==> config.mk <==
export PLATFORM = sky130hd
export DESIGN_NAME = alu_req_arbiter
export DESIGN_NICKNAME = d
export VERILOG_FILES = /design/src/rtl/alu_arb_pkg.sv /design/src/rtl/alu_req_arbiter_rr_grant.sv /design/src/rtl/alu_req_arbiter.sv
export SDC_FILE = /design/constraint.sdc
export NUM_CORES = 1
export LEC_CHECK = 0
export CAP_MARGIN = 0
export CELL_PAD_IN_SITES_DETAIL_PLACEMENT = 0
export CELL_PAD_IN_SITES_GLOBAL_PLACEMENT = 1
export CORE_AREA = 2 2 158 160
export DETAILED_ROUTE_END_ITERATION = 16
export DIE_AREA = 0 0 160 162
export HOLD_SLACK_MARGIN = 0.15
export PLACE_DENSITY = 0.92
export SYNTH_ARGS = -nofsm -noshare
export SYNTH_HDL_FRONTEND = slang
export SYNTH_SLANG_ARGS = --single-unit
==> constraint.sdc <==
create_clock -name i_clock -period 4.75 [get_ports i_clock]
set_clock_uncertainty 0.15 [all_clocks]
set_input_delay 0.475 -clock i_clock [delete_from_list [all_inputs] [get_ports i_clock]]
set_output_delay 0.475 -clock i_clock [all_outputs]
set_load 0.05 [all_outputs]
==> src/rtl/alu_arb_pkg.sv <==
// Shared opcodes, FSM encoding and defaults for the ALU request arbiter.
// Optional ALU_ARB_TIMEOUT_EN macro enables the WAIT-state watchdog.
package alu_arb_pkg;

    localparam logic [1:0] OP_XOR = 2'b00;
    localparam logic [1:0] OP_AND = 2'b01;
    localparam logic [1:0] OP_OR  = 2'b10;
    localparam logic [1:0] OP_ADD = 2'b11;

    localparam int DEF_TIMEOUT = 15;

    typedef enum logic [1:0] {
        ST_IDLE  = 2'd0,
        ST_ISSUE = 2'd1,
        ST_WAIT  = 2'd2,
        ST_RESP  = 2'd3
    } state_e;

endpackage

==> src/rtl/alu_req_arbiter_rr_grant.sv <==
// Combinational round-robin picker: first request at or after ptr,
// searching upward with wrap; returns one-hot grant and encoded id.
module rr_grant #(
    parameter int N_REQ = 4,
    parameter int ID_W  = 2
) (
    input  logic [N_REQ-1:0] req,
    input  logic [ID_W-1:0]  ptr,
    output logic [N_REQ-1:0] gnt,
    output logic [ID_W-1:0]  id
);

    logic found;
    int   slot;

    always_comb begin
        gnt   = '0;
        id    = '0;
        found = 1'b0;
        slot  = 0;
        for (int i = 0; i < N_REQ; i++) begin
            slot = int'(ptr) + i;
            if (slot >= N_REQ) begin
                slot = slot - N_REQ;
            end
            for (int k = 0; k < N_REQ; k++) begin
                if (!found && (k == slot) && req[k]) begin
                    found  = 1'b1;
                    gnt[k] = 1'b1;
                    id     = ID_W'(k);
                end
            end
        end
    end

endmodule

==> src/rtl/alu_req_arbiter.sv <==
// Round-robin arbiter sharing one ALU between N_REQ requesters.
// Define ALU_ARB_TIMEOUT_EN to abort WAIT after TIMEOUT cycles (o_timeout).
module alu_req_arbiter
    import alu_arb_pkg::*;
#(
    parameter int N_BITS  = 32,
    parameter int N_REQ   = 4,
    parameter int ID_W    = 2,
    parameter int TIMEOUT = DEF_TIMEOUT
) (
    input  logic                    i_clock,
    input  logic                    i_reset_n,
    input  logic [N_REQ-1:0]        i_req_valid,
    input  logic [N_REQ*N_BITS-1:0] i_req_data_a,
    input  logic [N_REQ*N_BITS-1:0] i_req_data_b,
    input  logic [N_REQ*2-1:0]      i_req_operation,
    output logic [N_REQ-1:0]        o_req_ready,
    output logic [N_BITS-1:0]       o_alu_data_a,
    output logic [N_BITS-1:0]       o_alu_data_b,
    output logic [1:0]              o_alu_operation,
    output logic                    o_alu_valid,
    input  logic [N_BITS-1:0]       i_alu_data,
    input  logic                    i_alu_valid,
    output logic                    o_rsp_valid,
    output logic [N_BITS-1:0]       o_rsp_data,
    output logic [ID_W-1:0]         o_rsp_id,
    input  logic                    i_rsp_ready,
`ifdef ALU_ARB_TIMEOUT_EN
    output logic                    o_timeout,
`endif
    output logic                    o_busy
);

    state_e            state_q, state_d;
    logic [ID_W-1:0]   ptr_q, ptr_d;
    logic [ID_W-1:0]   id_q, id_d;
    logic [N_BITS-1:0] a_q, a_d;
    logic [N_BITS-1:0] b_q, b_d;
    logic [1:0]        op_q, op_d;
    logic [N_BITS-1:0] rsp_q, rsp_d;
    logic              alu_valid_q, alu_valid_d;
    logic              rsp_valid_q, rsp_valid_d;
    logic              busy_q, busy_d;

    logic [N_REQ-1:0]  gnt;
    logic [ID_W-1:0]   gnt_id;
    logic [N_BITS-1:0] sel_a;
    logic [N_BITS-1:0] sel_b;
    logic [1:0]        sel_op;
    logic [ID_W-1:0]   ptr_next;

`ifdef ALU_ARB_TIMEOUT_EN
    localparam int CNT_W = $clog2(TIMEOUT + 1);

    logic [CNT_W-1:0] cnt_q, cnt_d;
    logic             timeout_q, timeout_d;
`endif

    rr_grant #(
        .N_REQ (N_REQ),
        .ID_W  (ID_W)
    ) u_rr_grant (
        .req (i_req_valid),
        .ptr (ptr_q),
        .gnt (gnt),
        .id  (gnt_id)
    );

    // Ready is forced low while reset is held so every output reads 0.
    assign o_req_ready = (state_q == ST_IDLE && i_reset_n) ? gnt : '0;

    always_comb begin
        sel_a  = '0;
        sel_b  = '0;
        sel_op = '0;
        for (int k = 0; k < N_REQ; k++) begin
            if (gnt[k]) begin
                sel_a  = i_req_data_a[k*N_BITS +: N_BITS];
                sel_b  = i_req_data_b[k*N_BITS +: N_BITS];
                sel_op = i_req_operation[2*k +: 2];
            end
        end
    end

    assign ptr_next = (id_q == ID_W'(N_REQ - 1)) ? '0 : id_q + 1'b1;

    always_comb begin
        state_d     = state_q;
        ptr_d       = ptr_q;
        id_d        = id_q;
        a_d         = a_q;
        b_d         = b_q;
        op_d        = op_q;
        rsp_d       = rsp_q;
        alu_valid_d = 1'b0;
        rsp_valid_d = rsp_valid_q;
        busy_d      = busy_q;
`ifdef ALU_ARB_TIMEOUT_EN
        cnt_d       = cnt_q;
        timeout_d   = timeout_q;
`endif
        unique case (state_q)
            ST_IDLE: begin
                if (|(i_req_valid & o_req_ready)) begin
                    a_d         = sel_a;
                    b_d         = sel_b;
                    op_d        = sel_op;
                    id_d        = gnt_id;
                    alu_valid_d = 1'b1;
                    busy_d      = 1'b1;
                    state_d     = ST_ISSUE;
                end
            end
            ST_ISSUE: begin
`ifdef ALU_ARB_TIMEOUT_EN
                cnt_d   = '0;
`endif
                state_d = ST_WAIT;
            end
            ST_WAIT: begin
                if (i_alu_valid) begin
                    rsp_d       = i_alu_data;
                    rsp_valid_d = 1'b1;
                    state_d     = ST_RESP;
                end
`ifdef ALU_ARB_TIMEOUT_EN
                // A real result arriving on the last cycle beats the abort.
                else if (cnt_q == CNT_W'(TIMEOUT - 1)) begin
                    rsp_d       = '0;
                    rsp_valid_d = 1'b1;
                    timeout_d   = 1'b1;
                    state_d     = ST_RESP;
                end else begin
                    cnt_d = cnt_q + 1'b1;
                end
`endif
            end
            ST_RESP: begin
                if (i_rsp_ready) begin
                    ptr_d       = ptr_next;
                    rsp_valid_d = 1'b0;
                    busy_d      = 1'b0;
                    state_d     = ST_IDLE;
                end
            end
        endcase
    end

    always_ff @(posedge i_clock or negedge i_reset_n) begin
        if (!i_reset_n) begin
            state_q     <= ST_IDLE;
            ptr_q       <= '0;
            id_q        <= '0;
            a_q         <= '0;
            b_q         <= '0;
            op_q        <= '0;
            rsp_q       <= '0;
            alu_valid_q <= 1'b0;
            rsp_valid_q <= 1'b0;
            busy_q      <= 1'b0;
        end else begin
            state_q     <= state_d;
            ptr_q       <= ptr_d;
            id_q        <= id_d;
            a_q         <= a_d;
            b_q         <= b_d;
            op_q        <= op_d;
            rsp_q       <= rsp_d;
            alu_valid_q <= alu_valid_d;
            rsp_valid_q <= rsp_valid_d;
            busy_q      <= busy_d;
        end
    end

`ifdef ALU_ARB_TIMEOUT_EN
    always_ff @(posedge i_clock or negedge i_reset_n) begin
        if (!i_reset_n) begin
            cnt_q     <= '0;
            timeout_q <= 1'b0;
        end else begin
            cnt_q     <= cnt_d;
            timeout_q <= timeout_d;
        end
    end

    assign o_timeout = timeout_q;
`endif

    assign o_alu_data_a    = a_q;
    assign o_alu_data_b    = b_q;
    assign o_alu_operation = op_q;
    assign o_alu_valid     = alu_valid_q;
    assign o_rsp_valid     = rsp_valid_q;
    assign o_rsp_data      = rsp_q;
    assign o_rsp_id        = id_q;
    assign o_busy          = busy_q;

endmodule

Yosys cells after proc, flatten, opt, wreduce, memory -nomap -nowiden
Cells that the tools add are included.

Bits of input ports: 304. Output and inout bits: 107. Flip-flop bits (word level): 107. Logic and storage cells: 177.

Mux-type cells: 74. Add/subtract/negate cells: 8. Equality and inequality tests: 19. Bitwise logic cells: 1. Magnitude comparators: 4. Reduce and logical (&&, ||, !) cells: 61.

Operators with widths (number): 32-bit two-way mux (12); 3-bit by 32-bit equality test with 1-bit output, first input constant (8); 2-bit by 32-bit equality test with 1-bit output, first input constant (4); 32-bit logical NOT (4); 32-bit by 4-bit >= comparator with 1-bit output, second input constant (3); 32-bit by 4-bit subtractor with 32-bit output, second input constant (3); 2-bit two-way mux (22); 1-bit two-way mux (36); 1-bit logical AND (32); 1-bit logical NOT (15); 3-bit AND reduction (3); 2-bit one-hot mux with 4 select lines (1); 2-bit by 2-bit adder with 3-bit output, second input constant (2); 2-bit equality test, second input constant (3); 2-bit AND reduction (3); 4-bit bitwise AND (1); 4-bit two-way mux (1); 2-bit != test, second input constant (2); 1-bit one-hot mux with 2 select lines (2); 2-bit nonzero test (2); 4-bit OR reduction (1); 2-bit by 3-bit subtractor with 4-bit output, second input constant (1); 2-bit by 1-bit adder with 3-bit output, second input constant (1); 2-bit by 3-bit >= comparator with 1-bit output, second input constant (1); other kinds (4) (4).

Logic depth before layout (Yosys ltp)
Depth in word-level cells: 70. Mapped depth: 10. Mapped depth without buffers: 8.

Modules after synthesis
From an unflattened synthesis, not the netlist that was laid out.

Cell total of the unflattened synthesis: 533. Area, all modules: 5554.1 µm².

Modules (own cells, without submodules): alu_req_arbiter (area an instance 5365.1 µm², cells each 505, times used 1, seq. area each 2677.6 µm²); rr_grant (area an instance 188.9 µm², cells each 28, times used 1, seq. area each 0.0 µm²).

Worst setup path before layout
Ideal clock, no wire load.

Path type: input to output. Start point: in i_req_valid[2]. End point: out o_req_ready[0]. Data arrival time: 2.133 ns. Stages: 8. Buffers on the path: 4. Slack: 1.992 ns. Required time: 4.125 ns. Cells stage by stage: buf_4 -> o21a_1 -> o22ai_1 -> and2_1 -> buf_2 -> buf_6 -> buf_6 -> nor2b_1.

Cells in the longest elaborated chain, start to end: 43. Elaborated cells between the ends (all ways): 45. Those cells by class: mux (14); reduce/logical (31).

RTL lines: start, declared (line alu_req_arbiter.sv:13) `input logic [N_REQ-1:0] i_req_valid,`; 1-bit logical AND (line alu_req_arbiter_rr_grant.sv:27) `if (!found && (k == slot) && req[k]) begin`; 1-bit two-way mux (line alu_req_arbiter_rr_grant.sv:27); 1-bit logical NOT (line alu_req_arbiter_rr_grant.sv:27); 1-bit logical AND (2 in a row) (line alu_req_arbiter_rr_grant.sv:27); 1-bit two-way mux (line alu_req_arbiter_rr_grant.sv:27); 1-bit logical NOT (line alu_req_arbiter_rr_grant.sv:27); 1-bit logical AND (2 in a row) (line alu_req_arbiter_rr_grant.sv:27); 1-bit two-way mux (line alu_req_arbiter_rr_grant.sv:27); [23 not listed]; 1-bit two-way mux (line alu_req_arbiter_rr_grant.sv:27); 1-bit logical NOT (line alu_req_arbiter_rr_grant.sv:27); 1-bit logical AND (2 in a row) (line alu_req_arbiter_rr_grant.sv:27); 1-bit two-way mux (line alu_req_arbiter_rr_grant.sv:27); 1-bit logical NOT (line alu_req_arbiter_rr_grant.sv:27); 1-bit logical AND (2 in a row) (line alu_req_arbiter_rr_grant.sv:27); 1-bit two-way mux (*) (line alu_req_arbiter_rr_grant.sv:27); 4-bit two-way mux (*) (line alu_req_arbiter.sv:70) `assign o_req_ready = (state_q == ST_IDLE && i_reset_n) ? gnt : '0;`; end, declared (line alu_req_arbiter.sv:17) `output logic [N_REQ-1:0] o_req_ready,`.

Every way passes the cells marked *; elsewhere a longest branch is shown, timed or not.

Final worst setup path
Start point: in i_req_valid[0]. End point: out o_req_ready[2].

Cells in the longest elaborated chain, start to end: 59. Elaborated cells between the ends (all ways): 62. Those cells by class: mux (19); reduce/logical (43).

RTL lines (line): 1-bit logical AND (alu_req_arbiter_rr_grant.sv:27); 1-bit two-way mux (alu_req_arbiter_rr_grant.sv:27); 1-bit logical NOT (alu_req_arbiter_rr_grant.sv:27); 1-bit logical AND (2 in a row) (alu_req_arbiter_rr_grant.sv:27); 1-bit two-way mux (alu_req_arbiter_rr_grant.sv:27); 1-bit logical NOT (alu_req_arbiter_rr_grant.sv:27); 1-bit logical AND (2 in a row) (alu_req_arbiter_rr_grant.sv:27); 1-bit two-way mux (alu_req_arbiter_rr_grant.sv:27); [39 not listed]; 1-bit two-way mux (alu_req_arbiter_rr_grant.sv:27); 1-bit logical NOT (alu_req_arbiter_rr_grant.sv:27); 1-bit logical AND (2 in a row) (alu_req_arbiter_rr_grant.sv:27); 1-bit two-way mux (alu_req_arbiter_rr_grant.sv:27); 1-bit logical NOT (alu_req_arbiter_rr_grant.sv:27); 1-bit logical AND (2 in a row) (alu_req_arbiter_rr_grant.sv:27); 1-bit two-way mux (*) (alu_req_arbiter_rr_grant.sv:27); 4-bit two-way mux (*) (alu_req_arbiter.sv:70).

Marks and branches as above.

==> impl_metrics.tcl <==
set metrics [dict create \
    fin_tns_setup_ns 0 \
    htree_levels 3 \
    crit_family "buffers and inverters" \
    drive_above_1_share_pct 11.5 \
    cts_setup_buffers 0 \
    slowest_stage "clkdlybuf4s50_1" \
    synth_common_cells "dfrtp_1, nand2_1, a2bb2oi_1" \
    grt_first_pass_wirelength_mm 38.8 \
    reg2reg_slack_ns 2.05 \
    switching_share_pct 50.3 \
    ys_warn_count 0 \
    critPathBufInv 2 \
    fillers 2329 \
    wl_per_cell_um 20.1 \
    utilization_pct 45.1 \
    slew_headroom_pct 27.1 \
    num_vias 6691 \
    worstMarginPinSlew_ns 1.09 \
    grt_max_degree 83 \
    cts_buffers 9 \
    fin_nets 1271 \
    power.switching_mw 3.36 \
    postRouteAntennaNets 0 \
    cp_cell_sequence "clkdlybuf4s50_1 -> or2_0 -> a21oi_1 -> o21ai_4 -> nor2_1 -> clkdlybuf4s50_1" \
    tritoncts "yes" \
    yosysTopAreaCellShare_pct 42.4 \
    path_common_cell "clkdlybuf4s50_1" \
    synth_cell_types 34 \
    grt_pass1_vias 6588 \
    start_util_pct 26.2 \
    pwr-share-clk_pct 12.1 \
    postCtsResizedCells 0 \
    dp_slack_ns 1.51 \
    period_needed_ns 3.25 \
    die_area_um2 25900 \
    grt_overflow 0 \
    comb_power_share_pct 64.3 \
    yosysMostFrequentCell "dfrtp_1" \
    syn_nets 908 \
    pwr-share-seq_pct 23.7 \
    rows 57 \
    synth_largest_area_cell "dfrtp_1" \
    io_buffer_count 410 \
    post-route-drc-count 0 \
    cellPowerDensity_nw_per_um2 615 \
    ir_drop_uv 416 \
    drv_slew 0 \
    status "complete, no violations" \
    cts-root-buf "clkbuf_16" \
    hpwl_mm 18.6 \
    synthCells 599 \
    crit_required_ns 4.12 \
    total_power_mw 6.68 \
    synth_area_um2 6320 \
    cp-end-kind "output pin" \
    max_stage_delay_ns 0.83 \
    drt_iter0_markers 477 \
    crit_type "in2out" \
    synthFlopType "dfrtp_1" \
    whs_ns 0.355 \
    synth-async-reset-ratio_pct 100 \
    timing.final.crit_share_pct 68.4 \
    grt_usage_pct 19.1 \
    die_w_um 160 \
    critPathMaxFanout 6 \
    clock-sinks 107 \
    seq_area_frac_synth_pct 42.4 \
    setup_viol 0 \
    power.leakage_nw 3.98 \
    synthTopCellsByArea "dfrtp_1, a221oi_2, a2bb2oi_1" \
    io_pins 411 \
    timing.final.ws_setup_ns 1.50 \
    area_growth_pct 71.9 \
    gp_routability_congestion 0.843 \
    clock_path_buffers 2 \
    coreArea_um2 24100 \
    synth_edf_count 0 \
    clkLatencyLatePin_ns 0.35 \
    drv_cap 0 \
    cts.clk_slew.worst_paths_ns 0.09 \
    clock.fmax_ghz 0.308 \
    wirelength_mm 26.0 \
    insertedDiodeCount 0 \
    worst_hold_path_type "reg2reg" \
    vias_per_cell 5.18 \
    fp.dieH_um 162 \
    rsz0062_at_grt "no" \
    internal_power_mw 3.32 \
    antenna_found_initial 1 \
    hold_buffers 1 \
    finalHoldViolCount 0 \
    firstDrtPassIters 4 \
    synth_seq_cells 107 \
    syn_avg_cell_area_um2 10.6 \
    start_kind "primary input" \
    cp.arrival_ns 2.62 \
]
-- layer usage --
metal | GRT usage (%) | part of all wire, % | up-vias
met5 | 0 | 0.050 | -
li1 | - | - | 3064
met3 | 5.52 | 8.2 | 48
met2 | 31.6 | 48 | 333
met4 | 7.53 | 3.3 | 2
met1 | 23.6 | 40 | 3244
-- path summary, 6_finish.rpt --
check / start / endpoint / depth (start not counted)
max in group asynchronous: i_reset_n / o_alu_data_a[15]$_DFFE_PN0P_ / 4
worst max register to register: ptr_q[0]$_DFFE_PN0P_ / o_alu_data_b[8]$_DFFE_PN0P_ / 6
worst max-delay path: i_req_valid[0] / o_req_ready[2] / 6
min in group asynchronous: i_reset_n / o_rsp_data[12]$_DFFE_PN0P_ / 3
worst min register to register: o_alu_data_a[25]$_DFFE_PN0P_ / o_alu_data_a[25]$_DFFE_PN0P_ / 2
worst min-delay path: o_alu_data_a[25]$_DFFE_PN0P_ / o_alu_data_a[25]$_DFFE_PN0P_ / 2
-- cells by family (layout without fill, tap and decap cells) --
family | after synthesis | count (layout) | share of synthesized area, %
AO/OA/AOI/OAI | 286 | 286 | 37.8
flip-flops | 107 | 107 | 42.4
AND/OR/NAND/NOR | 92 | 92 | 5.86
buffers and inverters | 76 | 444 | 7.11
multiplexers | 33 | 33 | 5.88
adder cells (fa/ha/maj) | 5 | 5 | 0.990
-- cell usage in the layout (no fill, tap or decap), types with 2 or more instances in the layout --
master and count:
nor2b_1 3, clkdlybuf4s50_1 409, o211ai_1 66, a21oi_1 5
nand2b_1 2, nor2_1 5, o21ai_1 66, o21ai_0 6
clkbuf_16 9, buf_4 12, dfrtp_1 107, ha_1 5
a2bb2oi_1 67, a221oi_2 40, nand2_1 77, inv_1 3
clkinv_8 3, inv_6 3, mux2_2 33, a221oi_1 26
-- metrics by stage --
stage	cells	cell area, um2
2_1_floorplan	599	6320
3_3_place_gp	1274	10500
3_5_place_dp	1274	10500
4_1_cts	1291	10900
5_1_grt	1291	10900
6_report	1291	10900
-- worst reg2reg max path: cells and delay by family (launching register included) --
family,cells,cell delay [ns]
simple gates,1,0.23
flops,1,0.56
compound gates,4,1.24
buf+inv,1,0.44
-- power groups by stage --
stage | Combinational, mW | Sequential (mW) | Clock, mW
after global routing | 4.52 | 1.63 | 0.881
after global placement | 4.27 | 1.57 | 0
after detailed placement | 4.30 | 1.60 | 0
after floorplan | 1.50 | 2.94 | 0
final | 4.29 | 1.58 | 0.807
after CTS | 4.31 | 1.58 | 0.835
-- state kept, by name, indices dropped and copies added, names as in the netlist --
signal,count
o_alu_data_a,32
o_alu_data_b,32
o_alu_operation,2
o_alu_valid,1
o_busy,1
o_rsp_data,32
o_rsp_id,2
o_rsp_valid,1
ptr_q,2
state_q,2
-- area by class of cell --
type	count	area [um2]	area share [%]
inverter	5	21.3	0.196
clock buffer	9	225	2.07
multi-input combinational	416	3230	29.7
tap	324	405	3.73
sequential	107	2680	24.6
timing repair buffer	423	4210	38.8
clock inverter	7	91.3	0.841
(Power assumes the default switching activity.)
